File: src/rtl/arm_mem_pkg.sv
// arm_mem_pkg: shared state encoding, MEM/WB payload and constants for the
// memory stage of the pipelined ARM core.
package arm_mem_pkg;

    typedef enum logic {
        IDLE,
        WAIT
    } mem_state_e;

    localparam logic [31:0] BUS_ERR_DATA_DEF = 32'hDEAD_BEEF;

    typedef struct packed {
        logic [31:0] alu_out;
        logic [31:0] read_data;
        logic [3:0]  wa3;
        logic        reg_write;
        logic        mem_to_reg;
        logic        pc_src;
    } mem_wb_t;

    // Wait counter must hold values up to TIMEOUT.
    function automatic int cnt_width(input int timeout);
        return $clog2(timeout + 1);
    endfunction

endpackage

File: src/rtl/pipe_mem_wb.sv
// pipe_mem_wb: MEM/WB pipeline register; a bubble clears the control bits
// and holds the data fields.
module pipe_mem_wb
    import arm_mem_pkg::*;
(
    input  logic    clk,
    input  logic    rst_n,
    input  logic    bubble,
    input  mem_wb_t d,
    output mem_wb_t q
);

    mem_wb_t wb_d, wb_q;

    always_comb begin
        wb_d = d;
        if (bubble) begin
            wb_d            = wb_q;
            wb_d.reg_write  = 1'b0;
            wb_d.mem_to_reg = 1'b0;
            wb_d.pc_src     = 1'b0;
        end
    end

    always_ff @(posedge clk or negedge rst_n) begin
        if (!rst_n) wb_q <= '0;
        else        wb_q <= wb_d;
    end

    assign q = wb_q;

endmodule

File: src/rtl/mem_stage.sv
// mem_stage: word load/store over a variable-latency req/ack bus with
// stall generation, access timeout, sticky bus error and the MEM/WB register.
module mem_stage
    import arm_mem_pkg::*;
#(
    parameter int          TIMEOUT      = 16,
    parameter logic [31:0] BUS_ERR_DATA = BUS_ERR_DATA_DEF
) (
    input  logic        Clk,
    input  logic        reset,
    input  logic [31:0] AToMemIn,
    input  logic [31:0] WDToMemIn,
    input  logic [3:0]  WA3Min,
    input  logic        RegWriteMin,
    input  logic        MemToRegMin,
    input  logic        MemWriteMin,
    input  logic        PCSrcMin,
    output logic        mem_req,
    output logic        mem_we,
    output logic [31:0] mem_addr,
    output logic [31:0] mem_wdata,
    input  logic [31:0] mem_rdata,
    input  logic        mem_ack,
    output logic        StallM,
    output logic [31:0] ALUOutMfwd,
    output logic [31:0] ReadDataW,
    output logic [31:0] ALUOutW,
    output logic [3:0]  WA3W,
    output logic        RegWriteW,
    output logic        MemToRegW,
    output logic        PCSrcW,
    output logic        bus_err
);

    localparam int CW = cnt_width(TIMEOUT);

    mem_state_e    state_q, state_d;
    logic [CW-1:0] cnt_q, cnt_d;
    logic          bus_err_q, bus_err_d;
    logic          acc, aligned, is_load, timeout_now, abort;
    mem_wb_t       wb_in, wb_out;

    // Request is gated by reset so the bus sees nothing while held in reset.
    always_comb begin
        acc         = MemToRegMin | MemWriteMin;
        aligned     = AToMemIn[1:0] == 2'b00;
        is_load     = MemToRegMin & ~MemWriteMin;
        mem_req     = reset & acc & aligned;
        timeout_now = mem_req & ~mem_ack & (state_q == WAIT) & (cnt_q == CW'(TIMEOUT - 1));
        StallM      = mem_req & ~mem_ack & ~timeout_now;
        abort       = acc & (~aligned | timeout_now);
    end

    always_comb begin
        state_d   = state_q;
        cnt_d     = cnt_q;
        bus_err_d = bus_err_q | abort;
        if (state_q == IDLE) begin
            if (mem_req && !mem_ack) begin
                state_d = WAIT;
                cnt_d   = CW'(1);
            end
        end else if (!mem_req || mem_ack || timeout_now) begin
            state_d = IDLE;
            cnt_d   = '0;
        end else begin
            cnt_d = cnt_q + CW'(1);
        end
    end

    always_ff @(posedge Clk or negedge reset) begin
        if (!reset) begin
            state_q   <= IDLE;
            cnt_q     <= '0;
            bus_err_q <= 1'b0;
        end else begin
            state_q   <= state_d;
            cnt_q     <= cnt_d;
            bus_err_q <= bus_err_d;
        end
    end

    // Load data is only replaced by a load that completes or fails.
    always_comb begin
        wb_in.alu_out    = AToMemIn;
        wb_in.wa3        = WA3Min;
        wb_in.reg_write  = RegWriteMin & ~abort;
        wb_in.mem_to_reg = is_load;
        wb_in.pc_src     = PCSrcMin;
        wb_in.read_data  = wb_out.read_data;
        if (is_load && abort)
            wb_in.read_data = BUS_ERR_DATA;
        else if (is_load && mem_req && mem_ack)
            wb_in.read_data = mem_rdata;
    end

    pipe_mem_wb u_mem_wb (
        .clk    (Clk),
        .rst_n  (reset),
        .bubble (StallM),
        .d      (wb_in),
        .q      (wb_out)
    );

    assign mem_we     = MemWriteMin;
    assign mem_addr   = AToMemIn;
    assign mem_wdata  = WDToMemIn;
    assign ALUOutMfwd = AToMemIn;
    assign ReadDataW  = wb_out.read_data;
    assign ALUOutW    = wb_out.alu_out;
    assign WA3W       = wb_out.wa3;
    assign RegWriteW  = wb_out.reg_write;
    assign MemToRegW  = wb_out.mem_to_reg;
    assign PCSrcW     = wb_out.pc_src;
    assign bus_err    = bus_err_q;

endmodule

File: config.mk
export PLATFORM = sky130hd
export DESIGN_NAME = mem_stage
export DESIGN_NICKNAME = d
export VERILOG_FILES = /design/src/rtl/arm_mem_pkg.sv /design/src/rtl/pipe_mem_wb.sv /design/src/rtl/mem_stage.sv
export SDC_FILE = /design/constraint.sdc
export NUM_CORES = 1
export LEC_CHECK = 0
export CORE_MARGIN = 5
export CORE_UTILIZATION = 37
export CTS_BUF_LIST = sky130_fd_sc_hd__clkbuf_8
export DETAILED_ROUTE_END_ITERATION = 6
export PLACE_DENSITY = 0.95
export RECOVER_POWER = 25
export SLEW_MARGIN = 20
export SYNTH_ARGS = -nofsm -noshare
export SYNTH_HDL_FRONTEND = slang
export SYNTH_SLANG_ARGS = --single-unit
File: constraint.sdc
create_clock -name Clk -period 2.5 [get_ports Clk]
set_input_delay 0.5 -clock Clk [delete_from_list [all_inputs] [get_ports Clk]]
set_output_delay 0.5 -clock Clk [all_outputs]
set_load 0.1 [all_outputs]
======== Yosys cells after proc, flatten, opt, wreduce, memory -nomap -nowiden ========
Index checks and enable logic that the tools add are counted.
storage, ports and cells
  input port bits ......................... 107
  logic and storage cells ................. 50
  flip-flop bits (word level) ............. 78
  output and inout bits ................... 171
operators by class
  eq/ne operators ......................... 1
  mux-type cells .......................... 9
  add/sub/neg operators ................... 1
  reductions and logical operators ........ 12
  bitwise operators ....................... 18
operators with widths
  kind                   number
  $mux W32               2
  $mux W5                3
  $and A1 B1 Y1          9
  $not A1 Y1             6
  $add A5 B1 Y5 const B  1
  $eq A5 B4 Y1 const B   1
  $logic_and A1 B1 Y1    4
  $reduce_bool A2 Y1     2
  $mux W1                3
  $mux W3                1
  $or A1 B1 Y1           3
  $logic_not A1 Y1       2
  $logic_not A2 Y1       1
  $logic_or A1 B1 Y1     2
  $reduce_and A2 Y1      1

======== Longest topological paths before layout ========
  depth in word-level cells ............... 11
  gate-level depth with buffers ........... 7
  depth with buffers taken out ............ 6

======== Cells and area by module ========
Synthesis repeated with hierarchy kept, for this count alone.
second synthesis, totals
  cells, all modules ...................... 403
  area total of the unflattened synthesis .. 4,679.5 µm²
by module, submodules not included
  module       instances  area an instance (µm²)  cells each  seq. area each (µm²)
  pipe_mem_wb  1          2,959.1                 150         1,776.7
  mem_stage    1          1,720.4                 253         175.2

======== Least setup slack after synthesis ========
OpenSTA, ideal clock, no wires.
  path type ............................... input to output
  from .................................... input AToMemIn[1]
  to ...................................... output StallM
  required time ........................... 2.000 ns
  cell stages on the path ................. 5
  slack ................................... 0.135 ns
  path buffers ............................ 3
  arrival ................................. 1.865 ns
  path through ............................ buf_2 or4b_4 a211oi_2 buf_6 buf_6
on the way
  word-level cells in the longest chain between the ends .. 7
ends and longest elaborated chain
  what                         line                              text
  start: declaration           mem_stage.sv:11                   input logic [31:0] AToMemIn,
  $logic_not A2 Y1 (*)         mem_stage.sv:46                   aligned = AToMemIn[1:0] == 2'b00;
  $and A1 B1 Y1 (*)            mem_stage.sv:48                   mem_req = reset & acc & aligned;
  $and A1 B1 Y1 (*)            mem_stage.sv:49, mem_stage.sv:50
  $and A1 B1 Y1 (2 in series)  mem_stage.sv:49                   timeout_now = mem_req & ~mem_ack & (state_q == WAIT) & (cnt_q == CW'(TIMEOUT - 1));
  $not A1 Y1                   mem_stage.sv:50                   StallM = mem_req & ~mem_ack & ~timeout_now;
  $and A1 B1 Y1 (*)            mem_stage.sv:50
  end: declaration             mem_stage.sv:24                   output logic StallM,
Every way passes the cells marked *; elsewhere a longest branch is shown, timed or not.

======== Final worst setup path ========
  from .................................... input mem_ack
  to ...................................... output StallM
on the way
  word-level cells in the longest chain between the ends .. 6
ends and longest elaborated chain
  what                         line                              text
  start: declaration           mem_stage.sv:23                   input logic mem_ack,
  $not A1 Y1 (*)               mem_stage.sv:49, mem_stage.sv:50
  $and A1 B1 Y1 (*)            mem_stage.sv:49, mem_stage.sv:50
  $and A1 B1 Y1 (2 in series)  mem_stage.sv:49
  $not A1 Y1                   mem_stage.sv:50
  $and A1 B1 Y1 (*)            mem_stage.sv:50
Marks and branches as above.

==> run_results.csv <==
group,metric,value,unit
final_layout,multi_input_area,0.00133,mm^2
floorplanning,ios,278,
setup_path,critical_path.most_common_cell,"sky130_fd_sc_hd__buf_12",
hold_path,hold_path_class,"reg2reg",
floorplanning,die_y,115,um
final_layout,syn2layout_area_growth,57.5,%
clock_network,cts_buffers,9,
flow_run,maxCapViolCount,0,
floorplanning,die_outline_area,0.0133,mm^2
sta,worstMarginPinSlew,892,ps
yosys,netlist-cell-type-count,40,
yosys,post_synth_inst_count,382,
final_layout,antenna_fix_cells,0,
setup_path,r2r.worst_path.cells,8,
route,vias_per_cell,5.17,
pwr,cellLeakagePower,2.74,nW
yosys,yosysWarnings,0,
floorplanning,die_w,115,um
final_layout,layout-drive-gt1-share,0.375,
sta,setup_repair_after_global_routing_missed_its_margin,"no",
final_layout,register_area,0.00195,mm^2
pwr,worst_ir_drop_vdd,0.535,mV
placement,portBuffers,213,
global_route,via_count_of_the_first_global_routing_pass,3488,
setup_path,cpMaxStageDelayCell,"sky130_fd_sc_hd__or4b_1",
clock_network,clock_tree.htree_level_count,3,
yosys,synthesis.nets,491,
floorplanning,floorplan.initialDensity,0.379,
setup_path,cp-end-kind,"output port",
setup_path,timing.critical_path.slowest_cell_delay,600,ps
yosys,synthesis.area,0.00410,mm^2
setup_path,worst-setup-path-type,"in2out",
global_route,grt_antenna_before_repair,0,
final_layout,layout_common_cells,"88 x sky130_fd_sc_hd__buf_4, 78 x sky130_fd_sc_hd__dfrtp_1, 70 x sky130_fd_sc_hd__clkdlybuf4s50_1",
route,first_pass_iters,4,
route,route.vias.total,3363,
pwr,net_sw_power,2.25,mW
setup_path,worst_path_max_fanout,2,
clock_network,cts_buffer_depth,2,
sta,finalClockSkew,6.76,ps
final_layout,nets,615,
setup_path,setup.worst_path.start_class,"primary input",
floorplanning,placementRows,38,
final_layout,layout.filler_cells,851,
setup_path,timing.rr.end,"u_mem_wb.q[49]$_DFFE_PN0N_",
setup_path,data_arrival_time_of_the_critical_path,1930,ps
pwr,power-per-cell-area,740,mW/mm^2
final_layout,layout.cells.most_common,"sky130_fd_sc_hd__buf_4",
pwr,sequential_cell_fraction_of_total_power,0.314,
global_route,global_route.usage.total,0.179,
setup_path,reg2reg_slack,250,ps
hold_path,timing.hold.worst.start,"u_mem_wb.q[40]$_DFFE_PN0N_",
sta,maxSlewViolCount,0,
sta,timing.hold.ws,489,ps
sta,setup-violations-final,0,
yosys,syn_area_per_cell,10.7,um^2
sta,finalSetupTns,0,ps
floorplanning,floorplan.core_area,0.0108,mm^2
route,drt_wl_total,12.4,mm
sta,hold_viol,0,
clock_network,insertion_delay,340,ps
sta,layout_min_cycle_time,2430,ps
pwr,p_clk_frac,0.215,
route,detail_route.drc_violations,0,
clock_network,clkTransAtPathRegs,80,ps
yosys,ys_seq_elements,78,
setup_path,regToRegStartpoint,"cnt_q[1]$_DFFE_PN0P_",
global_route,grt_max_degree,66,
route,first_iter_violations,220,
sta,slew_headroom,0.405,
hold_path,number_of_cells_on_the_worst_hold_path,1,
placement,gp_weighted_congestion,0.856,
route,detail-route-antenna-nets,0,
pwr,combinationalPowerShare,0.471,
placement,place.detailed.hpwl,9.71,mm
global_route,globalRouteOverflowTotal,0,
sta,timing.fmax,411,MHz
clock_network,cts_tree,"built",
sta,layout_worst_path_cycle_share,0.972,
setup_path,worst_ep_required_time,2000,ps
pwr,sw_frac_of_total,0.470,
clock_network,numClockSinks,78,
yosys,ys_seq_area_frac,0.476,
setup_path,crit_path_cell_trace,"dlygate4sd2_1 > or4b_1 > a211oi_4 > buf_12 > buf_12",
pwr,internal_power,2.53,mW
outcome,outcome,"finished, final reports clean",
route,wire_per_inst,19.1,um
global_route,grt_first_pass_wirelength,18.8,mm
clock_network,root_cell_of_the_clock_tree,"sky130_fd_sc_hd__clkbuf_8",
hold_path,whs_endpoint,"u_mem_wb.q[40]$_DFFE_PN0N_",
==> metal layers <==
metal  GRT usage  wire, um  vias up
met5           0         0        -
met4      0.0415       136        0
met3      0.0589      1250       15
met2       0.332      6770      218
met1       0.198      4290     1636
li1            -         -     1494
==> power groups by stage <==
stage	registers, mW	clock network, mW	logic (mW)
after floorplan	2.44	0	0.924
after global placement	1.51	0	2.23
after detailed placement	1.52	0	2.25
after CTS	1.50	1.05	2.27
after global routing	1.52	1.11	2.31
final	1.50	1.03	2.25
==> worst max-delay path: cells and delay by family <==
kind            cells  cell delay (ps)
simple gates        1              600
compound gates      1              280
buf+inv             3              550
==> metrics by stage <==
step	cells	power, mW	cell area (um^2)	worst slack (ps)	util
6_report	650	4.78	6460	69.5	0.596
4_1_cts	650	4.82	6470	23.2	0.597
3_5_place_dp	632	3.78	6220	-73.3	0.574
2_1_floorplan	382	3.36	4100	135	-
3_3_place_gp	632	3.74	6220	-22.1	0.574
5_1_grt	650	4.94	6460	22.6	0.596
==> state kept, by name, indices dropped and copies added (netlist names) <==
name / cells
u_mem_wb.q: 71
bus_err: 1
cnt_q: 5
state_q: 1
==> repair_timing <==
action / 4_1_cts / 5_1_grt
endpoints found under the hold margin: 2 / 0
hold buffers: 1 / 0
gates resized for setup: 5 / 1
setup endpoints to repair: 1 / 1
pin swaps: 2 / 1
setup buffers: 2 / 0
==> synth_stat cells, drive strengths merged <==
| master | n | area share |
|---|---|---|
| and4b | 1 | 0.0024 |
| a211oi | 2 | 0.0049 |
| o211ai | 1 | 0.0018 |
| mux2 | 34 | 0.093 |
| a32o | 2 | 0.0049 |
| nand4 | 1 | 0.0015 |
| o21a | 1 | 0.0018 |
| inv | 1 | 0.00091 |
| nand2b | 1 | 0.0015 |
| nand3 | 2 | 0.0024 |
| nor2b | 8 | 0.012 |
| o21ai | 11 | 0.013 |
| nor4b | 2 | 0.0058 |
| nor2 | 28 | 0.026 |
| o21bai | 1 | 0.0018 |
| a21oi | 25 | 0.030 |
| nor3 | 1 | 0.0012 |
| clkbuf | 17 | 0.016 |
| xor2 | 1 | 0.0021 |
| or2 | 2 | 0.0030 |
| nand2 | 12 | 0.011 |
| a32oi | 8 | 0.017 |
| a31oi | 1 | 0.0015 |
| or4b | 2 | 0.0058 |
| o2bb2ai | 1 | 0.0021 |
| and2 | 3 | 0.0046 |
| and3 | 2 | 0.0030 |
| buf | 104 | 0.19 |
| a21o | 3 | 0.0055 |
| o32ai | 24 | 0.051 |
| dfrtp | 78 | 0.48 |
| ha | 2 | 0.0061 |
==> how the worst max path moves through the flow <==
| stage | depth (start not counted) | endpoint | slack [ps] | startpoint |
|---|---|---|---|---|
| final | 5 | StallM | 70 | mem_ack |
| after CTS | 6 | StallM | 20 | cnt_q[1]$_DFFE_PN0P_ |
| after global placement | 6 | u_mem_wb.q[45]$_DFFE_PN0N_ | -20 | AToMemIn[1] |
| after floorplan | 5 | StallM | 130 | AToMemIn[1] |
| after detailed placement | 6 | u_mem_wb.q[44]$_DFFE_PN0N_ | -70 | AToMemIn[1] |
| after global routing | 6 | StallM | 20 | cnt_q[1]$_DFFE_PN0P_ |
==> layout make-up <==
| type | instances | share of cell area |
|---|---|---|
| timing repair buffer | 234 | 0.432 |
| sequential | 78 | 0.302 |
| multi-input combinational | 182 | 0.205 |
| tap | 140 | 0.0271 |
| clock buffer | 9 | 0.0192 |
| clock inverter | 6 | 0.0134 |
| inverter | 1 | 0.000581 |
==> cells by family (layout without fill, tap and decap cells) <==
logic type	Yosys count	count (layout)	share of synthesized area
adder cells (fa/ha/maj)	2	2	0.00610
AND/OR/NAND/NOR	65	65	0.0802
flip-flops	78	78	0.476
multiplexers	34	34	0.0933
buffers and inverters	122	250	0.206
AO/OA/AOI/OAI	80	80	0.137
XOR/XNOR	1	1	0.00213
Power figures use the tool's default switching activity.
